$ cat config.mk
export PLATFORM = sky130hd
export DESIGN_NAME = postfix_emitter
export DESIGN_NICKNAME = d
export VERILOG_FILES = /design/src/rtl/postfix_emitter.sv
export SDC_FILE = /design/constraint.sdc
export NUM_CORES = 1
export LEC_CHECK = 0
export CAP_MARGIN = 25
export CORE_ASPECT_RATIO = 2
export CORE_MARGIN = 10
export CORE_UTILIZATION = 50
export CTS_CLUSTER_SIZE = 25
export DETAILED_ROUTE_END_ITERATION = 10
export PLACE_DENSITY = 0.68
export SLEW_MARGIN = 25
export SYNTH_ARGS = -nofsm -noshare
export SYNTH_HDL_FRONTEND = slang
export SYNTH_SLANG_ARGS = --single-unit
$ cat constraint.sdc
create_clock -name CLK -period 6.59 [get_ports CLK]
set_clock_uncertainty 0.15 [all_clocks]
set_input_delay 1.318 -clock CLK [delete_from_list [all_inputs] [get_ports CLK]]
set_output_delay 1.318 -clock CLK [all_outputs]
set_load 0.05 [all_outputs]
$ cat src/rtl/postfix_emitter.sv
// Infix-to-postfix token converter (shunting-yard) with an operator stack of DEPTH entries.
// Define POSTFIX_EMITTER_ERR_EN to enable syntax/overflow detection and the sticky ERROR flag.
module postfix_emitter #(
  parameter int DEPTH = 16
) (
  input  logic       CLK,
  input  logic       RST,
  input  logic [7:0] IN_NUMBER,
  input  logic       IN_NUMBER_STB,
  input  logic [7:0] IN_SIGN,
  input  logic       IN_SIGN_STB,
  output logic       BUSY,
  output logic [7:0] OUT_NUMBER,
  output logic       NUMBER_STB,
  output logic [7:0] OUT_SIGN,
  output logic       SIGN_STB,
  output logic       ERROR
);

  localparam int AW = $clog2(DEPTH);
  localparam int SW = AW + 1;

`ifdef POSTFIX_EMITTER_ERR_EN
  localparam bit ERR_EN = 1'b1;
`else
  localparam bit ERR_EN = 1'b0;
`endif

  localparam logic [7:0] CH_ADD = 8'h2B;
  localparam logic [7:0] CH_SUB = 8'h2D;
  localparam logic [7:0] CH_MUL = 8'h2A;
  localparam logic [7:0] CH_DIV = 8'h2F;
  localparam logic [7:0] CH_LPAR = 8'h28;
  localparam logic [7:0] CH_RPAR = 8'h29;
  localparam logic [7:0] CH_EQ = 8'h3D;

  typedef enum logic [2:0] {ACCEPT, POP, FLUSH, END, ERR} state_t;

  state_t          state_q, state_d;
  logic [SW-1:0]   sp_q, sp_d;
  logic [7:0]      stack_q [DEPTH];
  logic [7:0]      stack_d [DEPTH];
  logic [7:0]      op_q, op_d;
  logic [7:0]      out_number_q, out_number_d;
  logic [7:0]      out_sign_q, out_sign_d;
  logic            number_stb_q, number_stb_d;
  logic            sign_stb_q, sign_stb_d;
  logic            error_q, error_d;

  logic            empty;
  logic            full;
  logic [7:0]      top;
  logic            err_hit;

  // "(" and anything unknown rank lowest so it is never popped by an operator
  function automatic logic [1:0] prec(input logic [7:0] c);
    case (c)
      CH_MUL, CH_DIV: prec = 2'd2;
      CH_ADD, CH_SUB: prec = 2'd1;
      default:        prec = 2'd0;
    endcase
  endfunction

  assign empty = (sp_q == '0);
  assign full  = (sp_q == SW'(DEPTH));
  assign top   = stack_q[AW'(sp_q - SW'(1))];

  always_comb begin
    state_d      = state_q;
    sp_d         = sp_q;
    stack_d      = stack_q;
    op_d         = op_q;
    out_number_d = out_number_q;
    out_sign_d   = out_sign_q;
    number_stb_d = 1'b0;
    sign_stb_d   = 1'b0;
    error_d      = error_q;
    err_hit      = 1'b0;

    case (state_q)
      ACCEPT: begin
        if (IN_SIGN_STB) begin
          if (IN_NUMBER_STB && ERR_EN) begin
            err_hit = 1'b1;
          end else begin
            case (IN_SIGN)
              CH_ADD, CH_SUB, CH_MUL, CH_DIV, CH_RPAR: begin
                op_d    = IN_SIGN;
                state_d = POP;
              end
              CH_LPAR: begin
                if (full) begin
                  if (ERR_EN) err_hit = 1'b1;
                end else begin
                  stack_d[AW'(sp_q)] = CH_LPAR;
                  sp_d = sp_q + SW'(1);
                end
              end
              CH_EQ: state_d = FLUSH;
              default: begin
                if (ERR_EN) err_hit = 1'b1;
              end
            endcase
          end
        end else if (IN_NUMBER_STB) begin
          out_number_d = IN_NUMBER;
          number_stb_d = 1'b1;
        end
      end

      POP: begin
        if (op_q == CH_RPAR) begin
          if (empty) begin
            if (ERR_EN) err_hit = 1'b1;
            else        state_d = ACCEPT;
          end else if (top == CH_LPAR) begin
            sp_d    = sp_q - SW'(1);
            state_d = ACCEPT;
          end else begin
            sp_d       = sp_q - SW'(1);
            out_sign_d = top;
            sign_stb_d = 1'b1;
          end
        end else if (!empty && (prec(top) >= prec(op_q))) begin
          sp_d       = sp_q - SW'(1);
          out_sign_d = top;
          sign_stb_d = 1'b1;
        end else if (full) begin
          if (ERR_EN) err_hit = 1'b1;
          else        state_d = ACCEPT;
        end else begin
          stack_d[AW'(sp_q)] = op_q;
          sp_d    = sp_q + SW'(1);
          state_d = ACCEPT;
        end
      end

      FLUSH: begin
        // the end marker is registered on the way into END so it is visible during END
        if (empty) begin
          state_d      = END;
          out_number_d = 8'h00;
          out_sign_d   = CH_EQ;
          number_stb_d = 1'b1;
          sign_stb_d   = 1'b1;
        end else if (top == CH_LPAR) begin
          if (ERR_EN) err_hit = 1'b1;
          else        sp_d = sp_q - SW'(1);
        end else begin
          sp_d       = sp_q - SW'(1);
          out_sign_d = top;
          sign_stb_d = 1'b1;
        end
      end

      END: begin
        sp_d    = '0;
        state_d = ACCEPT;
      end

      default: state_d = state_q;
    endcase

    if (err_hit) begin
      state_d      = ERR;
      error_d      = 1'b1;
      number_stb_d = 1'b0;
      sign_stb_d   = 1'b0;
    end
  end

  always_ff @(posedge CLK or posedge RST) begin
    if (RST) begin
      state_q      <= ACCEPT;
      sp_q         <= '0;
      op_q         <= '0;
      out_number_q <= '0;
      out_sign_q   <= '0;
      number_stb_q <= 1'b0;
      sign_stb_q   <= 1'b0;
      error_q      <= 1'b0;
    end else begin
      state_q      <= state_d;
      sp_q         <= sp_d;
      op_q         <= op_d;
      out_number_q <= out_number_d;
      out_sign_q   <= out_sign_d;
      number_stb_q <= number_stb_d;
      sign_stb_q   <= sign_stb_d;
      error_q      <= error_d;
    end
  end

  // stack contents are only meaningful below sp_q, so they need no reset
  always_ff @(posedge CLK) begin
    stack_q <= stack_d;
  end

  assign BUSY       = (state_q != ACCEPT);
  assign OUT_NUMBER = out_number_q;
  assign NUMBER_STB = number_stb_q;
  assign OUT_SIGN   = out_sign_q;
  assign SIGN_STB   = sign_stb_q;
  assign ERROR      = error_q;

endmodule
# Yosys cells after proc, flatten, opt, wreduce, memory -nomap -nowiden

Index checks and enable logic that the tools add are counted.

Flip-flop bits (word level): 162

$add $sub $neg: 2
Order comparisons: 4
Eq/ne operators: 35
Muxes and demuxes: 54
Bitwise logic cells: 5
Reduce and logical (&&, ||, !) cells: 21

Operators with widths:

| operator                                             | count |
|---|---|
| two-way mux 128 bit                                  | 6 |
| case mux 128 bit (2 select lines)                    | 1 |
| equality test 8 x 6 -> 1 bit (second input constant) | 17 |
| bitwise mux 128 bit                                  | 1 |
| bitwise AND 96 bit                                   | 1 |
| NOT 96 bit                                           | 1 |
| two-way mux 8 bit                                    | 11 |
| binary-select mux 8 bit (select 4 bit)               | 1 |
| demux 8 bit (select 4 bit)                           | 1 |
| bitwise OR 32 bit                                    | 1 |
| case mux 8 bit (2 select lines)                      | 2 |
| two-way mux 5 bit                                    | 6 |
| case mux 5 bit (4 select lines)                      | 1 |
| two-way mux 3 bit                                    | 6 |
| inequality test 2 bit (second input constant)        | 8 |
| case mux 3 bit (4 select lines)                      | 1 |
| >= comparator 5 bit (second input constant)          | 2 |
| NOT 4 -> 5 bit                                       | 2 |
| inequality test 3 bit (second input constant)        | 3 |
| AND reduction 3 bit                                  | 3 |
| two-way mux 1 bit                                    | 8 |
| two-way mux 2 bit                                    | 4 |
| case mux 2 bit (2 select lines)                      | 2 |
| OR reduction 2 bit                                   | 4 |
| 23 further kinds                                     | 28 |

# Logic depth before layout (Yosys ltp)

Depth after elaboration: 15
Gate-level depth with buffers: 19

# Worst setup path before layout

Ideal clock, no wire load.

Path kind: register to register
Start point: register sp_q[0]
End point: register stack_q[48] (netlist bit) (enable)
Data arrival time: 4,673 ps
Required time: 6,065 ps
Slack: 1,391 ps
Cell stages (with the launch flop): 20
Path buffers: 4
Clock period less this slack: 5,199 ps
Path through: dfrtp_1 > inv_1 > buf_1 > ha_1 > xor2_4 > buf_8 > buf_2 > mux4_2 > mux2i_1 > mux2i_1 > xor2_1 > nand3_1 > ha_1 > nand2b_1 > a21oi_1 > nor2_1 > nor2_1 > o211ai_1 > clkbuf_1 > a21oi_1

Longest elaborated chain between the ends: 14
Elaborated cells between the ends (all ways): 23
Those cells by class: add/sub (1); order compare (1); eq/ne (8); mux (6); bitwise (1); reduce/logical (6)

RTL lines:

| element                                               | line | RTL |
|---|---|---|
| start: declaration                                    | 40   | `logic [SW-1:0] sp_q, sp_d;` |
| start signal: assignment                              | 184  | `sp_q <= sp_d;` |
| subtractor 5 x 1 -> 5 bit                             | n/a  |  |
| NOT 4 -> 5 bit (not written as such)                  | 66   | `assign top = stack_q[AW'(sp_q - SW'(1))];` |
| binary-select mux 8 bit (select 4 bit)                | 66   |  |
| two-way mux 8 bit (not written as such) (2 in series) | 66   |  |
| equality test 8 x 6 -> 1 bit                          | 57   | `case (c)` |
| OR reduction 2 bit                                    | 57   |  |
| case mux 2 bit (2 select lines)                       | 57   |  |
| two-way mux 2 bit                                     | 112  | `if (op_q == CH_RPAR) begin` |
| two-way mux 2 bit                                     | 80   | `case (state_q)` |
| >= comparator 2 bit                                   | 124  | `end else if (!empty && (prec(top) >= prec(op_q))) begin` |
| logical AND 1 bit                                     | 124  |  |
| inequality test 2 bit (no line)                       | n/a  |  |
| AND reduction 7 bit (no line) (*)                     | n/a  |  |
| end signal: assignment                                | 196  | `stack_q <= stack_d;` |
| end: declaration                                      | 41   | `logic [7:0] stack_q [DEPTH];` |

Mark *: on every way between the ends. The rest lies on a longest branch, timed or not. The select of a mux whose other input is x is not followed.
A chain may end at the register's enable or synchronous reset.

# Worst setup path after layout

Start point: register sp_q[1]
End point: register stack_q[1] (netlist bit) (enable)

The elaborated chain is that of the path after synthesis.

==> metrics.yaml <==
run_status:
  status: "finished, final reports clean"
sta:
  fin_tns_setup_ps: 0
  slew_headroom: 0.270
  finalMaxSlewViolations: 0
  hold_viol: 0
  setup_viol: 0
  period_share: 0.849
  fmaxAchievable_mhz: 179
  rsz0062_at_grt: "false"
  worst_pin_slew_ps: 1100
  fin_crit_ps: 5600
detailed_routing:
  first_iter_violations: 505
  first_pass_iters: 7
  postRouteAntennaNets: 0
  vias_per_cell: 6.81
  finalWirelength_um: 29200
  route.detailed.drc: 0
  routedWlPerCell_um: 28.8
  vias: 6893
die:
  die_area_um2: 23900
  rows: 69
  core_um2: 17700
  initial_core_util: 0.505
  design.portCount: 40
  fp.dieW_um: 115
  die_h_um: 209
logic_synthesis:
  synth-edff-count: 128
  yosysSeqAreaShare: 0.523
  syn_nets: 820
  post-synth-top-count-cell: "edfxtp_1"
  yosysWarnings: 0
  synth_common_cells: "128 x edfxtp_1, 108 x a22o_1, 77 x nand2_1"
  synth_top_area_cell: "edfxtp_1"
  netlist_instances: 789
  syn_area_per_cell_um2: 11.3
  synth_top_area_frac: 0.430
  async_reset_ff_frac: 0.205
  syn_area_um2: 8930
  ys_ff_latch: 161
  synthTopCellsByArea: "edfxtp_1 43%, a22o_1 11%, dfrtp_1 9.2%"
  synth_cell_types: 61
  ys.flop_type: "edfxtp_1"
critical_path:
  worstPathArrival_ps: 5510
  slowest_stage: "xnor2_2"
  end_kind: "register"
  ff2ff_path_depth: 16
  startpoint_type: "register"
  crit_top_cell: "nor2_1"
  critPathKind: "reg2reg"
  regToRegSetupSlack_ps: 990
  reg2reg_from: "sp_q[1]$_DFFE_PP0P_"
  required_ps: 6510
  crit_fanout: 17
  rr_endpoint: "stack_q[1]$_DFFE_PP_"
  worstPathCellList: "inv_1, ha_1, xnor2_2, mux4_2, nor2_1, a31oi_1, nor3b_4, nand3_1, ha_1, nand2b_1, a21oi_1, nor2_1, nor2_1, o211ai_1, buf_4, a21oi_1"
  slowest_delay_ps: 820
global_route:
  overflow: 0
  grt_max_degree: 91
  grt_pass1_vias: 6791
  grt.total_usage: 0.245
  grt_pass1_wl_um: 43500
  antenna_found_initial: 0
cts:
  clkSlewWorstSetupHoldPaths_ps: 70
  cts_setup_buffers: 0
  cts_tree: "done"
  htree_num_levels: 4
  cts_buffer_depth: 2
  clk_latency_ps: 440
  clock_sinks: 161
  cts_root_buffer: "clkbuf_16"
  cts_made_buffers: 17
  cts_resized: 0
  cts_hold_buf: 0
pwr:
  ir_drop_v: 0.000332
  p_leak_uw: 0.00384
  powerDensity_nw_per_um2: 657
  p_total_uw: 6600
run:
  cap_viol_max_count: 0
placement:
  gp_congestion: 0.979
  port_buffers: 38
  dp_hpwl_um: 20700
hold_path:
  hp-start: "OUT_SIGN[6]$_DFFE_PP0P_"
  holdCritPathClass: "reg2reg"
  hold-path-endpoint: "OUT_SIGN[6]$_DFFE_PP0P_"
  whs_path_depth: 1
final_layout:
  fin_nets: 817
  drive_gt1_frac: 0.103
  diodes: 0
  syn_to_final_growth_pct: 12.4
  fillers: 1440
worst max-delay path by stage:
stage / cells after the start / slack [ps] / endpoint / startpoint
floorplan: 19 / 1390 / stack_q[48]$_DFFE_PP_ / sp_q[0]$_DFFE_PP0P_
global placement: 14 / 1200 / stack_q[61]$_DFFE_PP_ / sp_q[2]$_DFFE_PP0P_
detailed placement: 16 / 1010 / stack_q[85]$_DFFE_PP_ / sp_q[1]$_DFFE_PP0P_
CTS: 16 / 1000 / stack_q[80]$_DFFE_PP_ / sp_q[1]$_DFFE_PP0P_
global route: 16 / 620 / stack_q[110]$_DFFE_PP_ / sp_q[1]$_DFFE_PP0P_
finish: 16 / 990 / stack_q[1]$_DFFE_PP_ / sp_q[1]$_DFFE_PP0P_
state kept, by name, summed over array words and instances (netlist names):
register,cells
NUMBER_STB,1
OUT_NUMBER,8
OUT_SIGN,8
SIGN_STB,1
op_q,8
sp_q,5
stack_q,128
state_q,2
worst max-delay path: cells and delay by family (launching register included):
kind	cells	cell delay, ps
flops	1	450
buf+inv	2	370
compound gates	4	1180
xor+xnor	1	820
mux	1	600
fa+ha+maj	2	600
simple gates	6	1020
area by class of cell:
| class | instances | area, um^2 | area share |
|---|---|---|---|
| Sequential cell | 161 | 4670 | 0.465 |
| Multi-Input combinational cell | 536 | 3890 | 0.387 |
| Timing Repair Buffer | 55 | 508 | 0.0506 |
| Clock buffer | 20 | 437 | 0.0435 |
| Tap cell | 213 | 267 | 0.0265 |
| Clock inverter | 12 | 211 | 0.0211 |
| Inverter | 15 | 56.3 | 0.00561 |
report_power, final:
part | leakage (uW) | internal, uW | switching, uW
Combinational | 0.00191 | 1260 | 2030
Clock | 0.000309 | 707 | 412
Sequential | 0.00162 | 1780 | 403
metal layers:
metal  GRT usage  vias to the layer above  wire length (um)
li1            -                     2987                 -
met1       0.252                     3392              9610
met2       0.416                      416             15200
met3      0.0476                       98              1970
met4       0.195                        0              2400
met5           0                        -                 0
logic make-up after synthesis:
| family | synth area share |
|---|---|
| other | 0.000420 |
| xor gates and xnor gates | 0.0118 |
| buffers and inverters | 0.0420 |
| DFF | 0.523 |
| muxes | 0.0960 |
| AOI/OAI and AO/OA | 0.182 |
| adders and majority gates | 0.0154 |
| and+or+nand+nor | 0.130 |
placed cells by master, fill, tap and decap left out, drive strengths merged, types with 4 or more instances in the layout:
master	instances
edfxtp	128
a22o	108
nand2	77
nor2	64
o21ai	55
clkdlybuf4s50	38
dfrtp	33
a21oi	31
mux4	24
mux2i	23
and3	20
clkbuf	20
buf	17
and2	17
inv	16
nand3	15
ha	11
nor3	7
nor2b	7
nor3b	7
bufinv	6
xnor2	6
mux2	6
nand2b	5
or2	4
o221ai	4
clkinv	4
nor4	4
stage by stage:
| step | setup slack [ps] | area, um^2 | utilization | cells | hold WS, ps |
|---|---|---|---|---|---|
| after global routing | 623 | 10000 | 0.567 | 1012 | 372 |
| final | 992 | 10000 | 0.567 | 1012 | 350 |
| after floorplan | 1390 | 8930 | - | 789 | 374 |
| after detailed placement | 1010 | 9390 | 0.531 | 980 | 319 |
| after global placement | 1200 | 9390 | 0.531 | 980 | 320 |
| after CTS | 1000 | 10000 | 0.567 | 1012 | 353 |
Note: power is estimated with default switching activity, not from simulation.
==> variant 1: new RTL, config.mk and constraints unchanged <==
The 5 states of `state_t` get a one-hot encoding in 5 bits.
--- a/src/rtl/postfix_emitter.sv
+++ b/src/rtl/postfix_emitter.sv
@@ -35,5 +35,5 @@
   localparam logic [7:0] CH_EQ = 8'h3D;
 
-  typedef enum logic [2:0] {ACCEPT, POP, FLUSH, END, ERR} state_t;
+  typedef enum logic [4:0] {ACCEPT = 5'b00001, POP = 5'b00010, FLUSH = 5'b00100, END = 5'b01000, ERR = 5'b10000} state_t;
 
   state_t          state_q, state_d;
Formal check against the unedited RTL: same outputs for any inputs over 4 cycles, from zero or initial values and one cycle with RST high; so few cycles prove little.
==> variant 1 against the unedited design <==
  * Sequential power decreased by 25%
  * Non-clock buffer count shrank 7
  * Synthesized area increased by 0.22%
  * Worst setup slack worse by 0.41 ns
  * Final area fell by 0.25%
  * Sequential cell count rose by 2
  * Fmax down 6.9%
  * Sequential share of layout area grew 0.63 points
  * Power decreased by 18%
  * Routed wire length decreased by 9.1%
  * Critical endpoint is now stack_q[27]
==> variant 1: results (changes against the unedited design) <==
stage	metric	value	unit	change
grt	grt_pass1_wl	40.5	mm	-6.7%
grt	grt_util_all_layers	0.222		-0.0228
placement	dp_hpwl	18.7	mm	-9.9%
yosys	synth_area_leaders	edfxtp_1 43%, a22o_1 10%, dfrtp_1 9.5%		
worst_setup_path	r2r_slack	0.58	ns	-0.41 ns
run_status	status	finished clean		
yosys	synthesis.nets	781		-4.8%
yosys	synth_common_cells	128 x edfxtp_1, 105 x a22o_1, 94 x nand2_1		
yosys	postSynth.asyncResetShare	0.215		+0.00975
power_and_ir_drop	irDropWorstVdd	0.325	mV	-2.1%
clock_tree	htree_levels	4		unchanged
placement	gp_congestion	0.948		-3.1%
routing	drtIter0Drc	741		+47%
clock_tree	clkLatencyLatePin	0.44	ns	about the same
yosys	ys_seq_area_frac	0.527		+0.00456
worst_setup_path	r2r_end	stack_q[27]		
clock_tree	clockRootBuffer	clkbuf_16		
layout	fillers	1407		-2.3%
worst_hold_path	hold_path_depth	1		unchanged
worst_setup_path	reg2reg_depth	15		-1
layout	drive_above_1_share	0.109		+0.00607
routing	first_pass_iters	6		-1
layout	fin_nets	796		-2.6%
clock_tree	cts-resized-gates	0		unchanged
yosys	synth_cell_type_count	71		+16%
yosys	yosys_warnings	0		unchanged
power_and_ir_drop	p_leak	0.00382	uW	-0.58%
routing	wl_per_cell	26.6	um	-7.6%
worst_hold_path	hold_start	OUT_NUMBER[4]		
worst_setup_path	cp_max_fo	16		-1
grt	grt_max_degree	49		-46%
routing	vias	6812		-1.2%
clock_tree	cts_buffers	17		unchanged
clock_tree	clock_path_buffers	2		unchanged
layout	top_register	stack_q		
layout	antenna_cells	0		unchanged
worst_hold_path	holdPathEnd	OUT_NUMBER[4]		
sta	slew_headroom	0.286		+0.0167
power_and_ir_drop	switching_share	0.421		-0.0105
placement	pre_cts_ws	0.655	ns	-0.360 ns
worst_setup_path	arrival	5.93	ns	+0.42 ns
==> variant 1: cell count changes after synthesis, moves of 6 or more <==
cell | before | now
and3_1 | 20 | 8
mux4_1 | 4 | 16
clkbuf_1 | 63 | 40
buf_1 | 6 | 0
mux4_2 | 20 | 13
mux2i_1 | 23 | 14
nand2_1 | 77 | 94
o21ai_0 | 55 | 46
==> variant 1: through the flow <==
stage / hold WS (ns) / cells / power (uW) / instance area, um2
after floorplan: 0.330 / 754 / 3660 / 8950
after global placement: 0.332 / 963 / 4250 / 9420
after detailed placement: 0.337 / 963 / 4340 / 9420
after CTS: 0.353 / 995 / 5360 / 10000
after global routing: 0.366 / 995 / 5640 / 10000
final: 0.349 / 995 / 5400 / 10000
==> variant 1: layout make-up <==
type	instances	area, um2	share of cell area
clock inverters	13	158	0.0157
multi-input cells	527	3940	0.393
flip-flops and latches	163	4720	0.472
repair buffers	48	455	0.0455
well taps	213	267	0.0266
clock buffers	19	433	0.0432
inverters	12	45.0	0.00450
==> variant 1: worst max path at each step <==
| stage | start | to | slack, ns | cells past startpoint |
|---|---|---|---|---|
| floorplan | sp_q[0] | stack_q[104] | 1.45 | 20 |
| global placement | sp_q[1] | stack_q[83] | 0.83 | 15 |
| detailed placement | sp_q[1] | stack_q[63] | 0.66 | 15 |
| CTS | sp_q[1] | stack_q[27] | 0.65 | 15 |
| global route | sp_q[1] | stack_q[38] | 0.27 | 15 |
| finish | sp_q[1] | stack_q[27] | 0.58 | 15 |
==> variant 1: cells by family after synthesis <==
| logic type | Yosys count | synth area share |
|---|---|---|
| other cells | 1 | 0.000419 |
| flops | 163 | 0.527 |
| mux | 54 | 0.110 |
| xor+xnor | 9 | 0.0109 |
| compound gates | 229 | 0.190 |
| buf+inv | 64 | 0.0345 |
| fa+ha+maj | 7 | 0.00978 |
| simple gates | 227 | 0.117 |
==> variant 1: worst max-delay path: stages, from the launching register on <==
cell,delay [ns]
dfrtp_1,0.49
inv_1,0.14
ha_1,0.48
inv_2,0.39
mux4_2,0.55
or2_2,0.30
a41o_1,0.25
and2_2,0.18
nand3_1,0.07
ha_1,0.23
nand2b_1,0.16
a21o_1,0.21
a21oi_1,0.38
nand2_1,0.10
a221o_1,0.74
a21oi_1,0.82
==> variant 1: power groups by stage <==
stage | Sequential (uW) | Combinational, uW | Clock, uW
2_1_floorplan | 1720 | 1940 | 0
3_3_place_gp | 1640 | 2610 | 0
3_5_place_dp | 1650 | 2700 | 0
4_1_cts | 1630 | 2710 | 1030
5_1_grt | 1650 | 2930 | 1060
6_report | 1640 | 2740 | 1020
==> variant 1: per-layer routing <==
layer,global-route usage,vias up,part of all wire
met3,0.0427,119,0.071
met2,0.372,385,0.51
met5,0,-,0
met1,0.239,3345,0.35
li1,-,2963,-
met4,0.163,0,0.074
==> variant 2: new RTL, same flow settings <==
Made on the original files. The option `POSTFIX_EMITTER_ERR_EN` is turned on by a define.
--- a/src/rtl/postfix_emitter.sv
+++ b/src/rtl/postfix_emitter.sv
@@ -1,4 +1,6 @@
 // Infix-to-postfix token converter (shunting-yard) with an operator stack of DEPTH entries.
 // Define POSTFIX_EMITTER_ERR_EN to enable syntax/overflow detection and the sticky ERROR flag.
+`define POSTFIX_EMITTER_ERR_EN
+
 module postfix_emitter #(
   parameter int DEPTH = 16
Check against the original RTL: not equivalent (a bounded check fails within 4 cycles, from zero or initial values and one cycle with RST high).
==> variant 2 against the unedited design <==
  * Sequential cell count grew 2
  * Sequential power shrank 40%
  * Final area down 0.51%
  * Routed wire length is 14% lower
  * Via count is 2.5% lower
  * Count of clock-buffer cells in the layout increased by 2
  * Hold slack worse by 0.0085 ns
  * Worst setup slack got worse by 0.032 ns
  * Fmax decreased by 0.56%
  * Synthesized area up 0.50%
  * Power down 35%
  * Critical path type unchanged
  * Largest cell class unchanged
  * Highest routed layer unchanged
==> variant 2: results (changes against the unedited design) <==
stage	metric	value	unit	change
yosys	synthesis.nets	802		-2.2%
placement	io_buffers	39		+2.6%
power_and_ir_drop	power_frac_seq	0.304		-0.028
yosys	synth_edf_count	128		unchanged
sta	whs	0.342	ns	-0.00851 ns
grt	grt_max_degree	56		-38%
layout	drive_above_1_share	0.116		+0.0129
worst_setup_path	cp_max_fo	16		-1
worst_setup_path	cp_slowest_cell	a21oi_1		
power_and_ir_drop	p_leak	0.00395	uW	+2.8%
run_status	status	finished clean		
layout	fin_nets	819		+0.24%
grt	first_global_vias	7023		+3.4%
placement	placed_area	9450	um2	+0.67%
sta	fin_crit_sh	0.854		+0.00479
yosys	synth_largest_area_cell	edfxtp_1		
routing	wl_per_cell	24.7	um	-15%
grt	met2_usage	0.354		-0.0622
layout	fillers	1478		+2.6%
yosys	synthCells	775		-1.8%
yosys	synth_area_leaders	edfxtp_1 43%, dfrtp_1 9.8%, a22o_1 9.6%		
placement	pre_cts_ws	1.09	ns	+0.0779 ns
grt	grt_use_met1	0.233		-0.0188
grt	grt_util_all_layers	0.211		-0.0334
placement	gp_congestion	0.970		-0.90%
routing	via_per_inst	6.60		-3.1%
routing	first_pass_iters	6		-1
grt	use_met3	0.0380		-0.00963
power_and_ir_drop	irDropWorstVdd	0.172	mV	-48%
placement	dp_hpwl	17.9	mm	-13%
yosys	ys_seq_area_frac	0.526		+0.00295
clock_tree	clkLatencyLatePin	0.44	ns	about the same
grt	grt_pass1_wl	39.6	mm	-8.8%
worst_setup_path	arrival	5.54	ns	+0.03 ns
routing	drtIter0Drc	591		+17%
power_and_ir_drop	p_comb	2090	uW	-36%
yosys	postSynth.asyncResetShare	0.215		+0.00975
power_and_ir_drop	p_sw	1720	uW	-39%
power_and_ir_drop	power.total	4310	uW	-35%
placement	placedCellCount	986		+0.61%
worst_setup_path	slowest_delay	0.68	ns	-0.14 ns
clock_tree	clock_path_buffers	2		unchanged
grt	antenna_found_initial	0		unchanged
worst_setup_path	r2r_slack	0.96	ns	-0.03 ns
yosys	synth_common_cells	128 x edfxtp_1, 98 x a22o_1, 91 x nand2_1		
yosys	synth_cell_type_count	70		+15%
routing	wl_met2	12.8	mm	-16%
sta	slew_headroom	0.285		+0.0156
routing	wirelength_met1	9.21	mm	-4.2%
routing	wl_met3	1.42	mm	-28%
routing	wl	25.1	mm	-14%
grt	gr-total-overflow	0		unchanged
clock_tree	clockRootBuffer	clkbuf_16		
## variant 2: area by class of cell
class,instances,area [um2],share of cell area
multi-input combinational,544,3940,0.394
tap,213,267,0.0267
clock inverter,10,88.8,0.00889
sequential,163,4720,0.473
clock buffer,22,444,0.0445
inverter,17,63.8,0.00639
timing repair buffer,49,465,0.0466
## variant 2: cell families after synthesis
kind of cell	Yosys count	synth area share
flops	163	0.526
mux	80	0.121
buf+inv	68	0.0368
fa+ha+maj	7	0.00976
compound gates	205	0.169
simple gates	246	0.132
xor+xnor	6	0.00585
## variant 2: worst paths after layout
path / endpoint / start / depth (start not counted)
max: stack_q[15] / sp_q[0] / 16
min: OUT_SIGN[2] / OUT_SIGN[2] / 1
max reg2reg: stack_q[15] / sp_q[0] / 16
min reg2reg: OUT_SIGN[2] / OUT_SIGN[2] / 1
max in group asynchronous: sp_q[0] / RST / 3
min in group asynchronous: op_q[2] / RST / 2
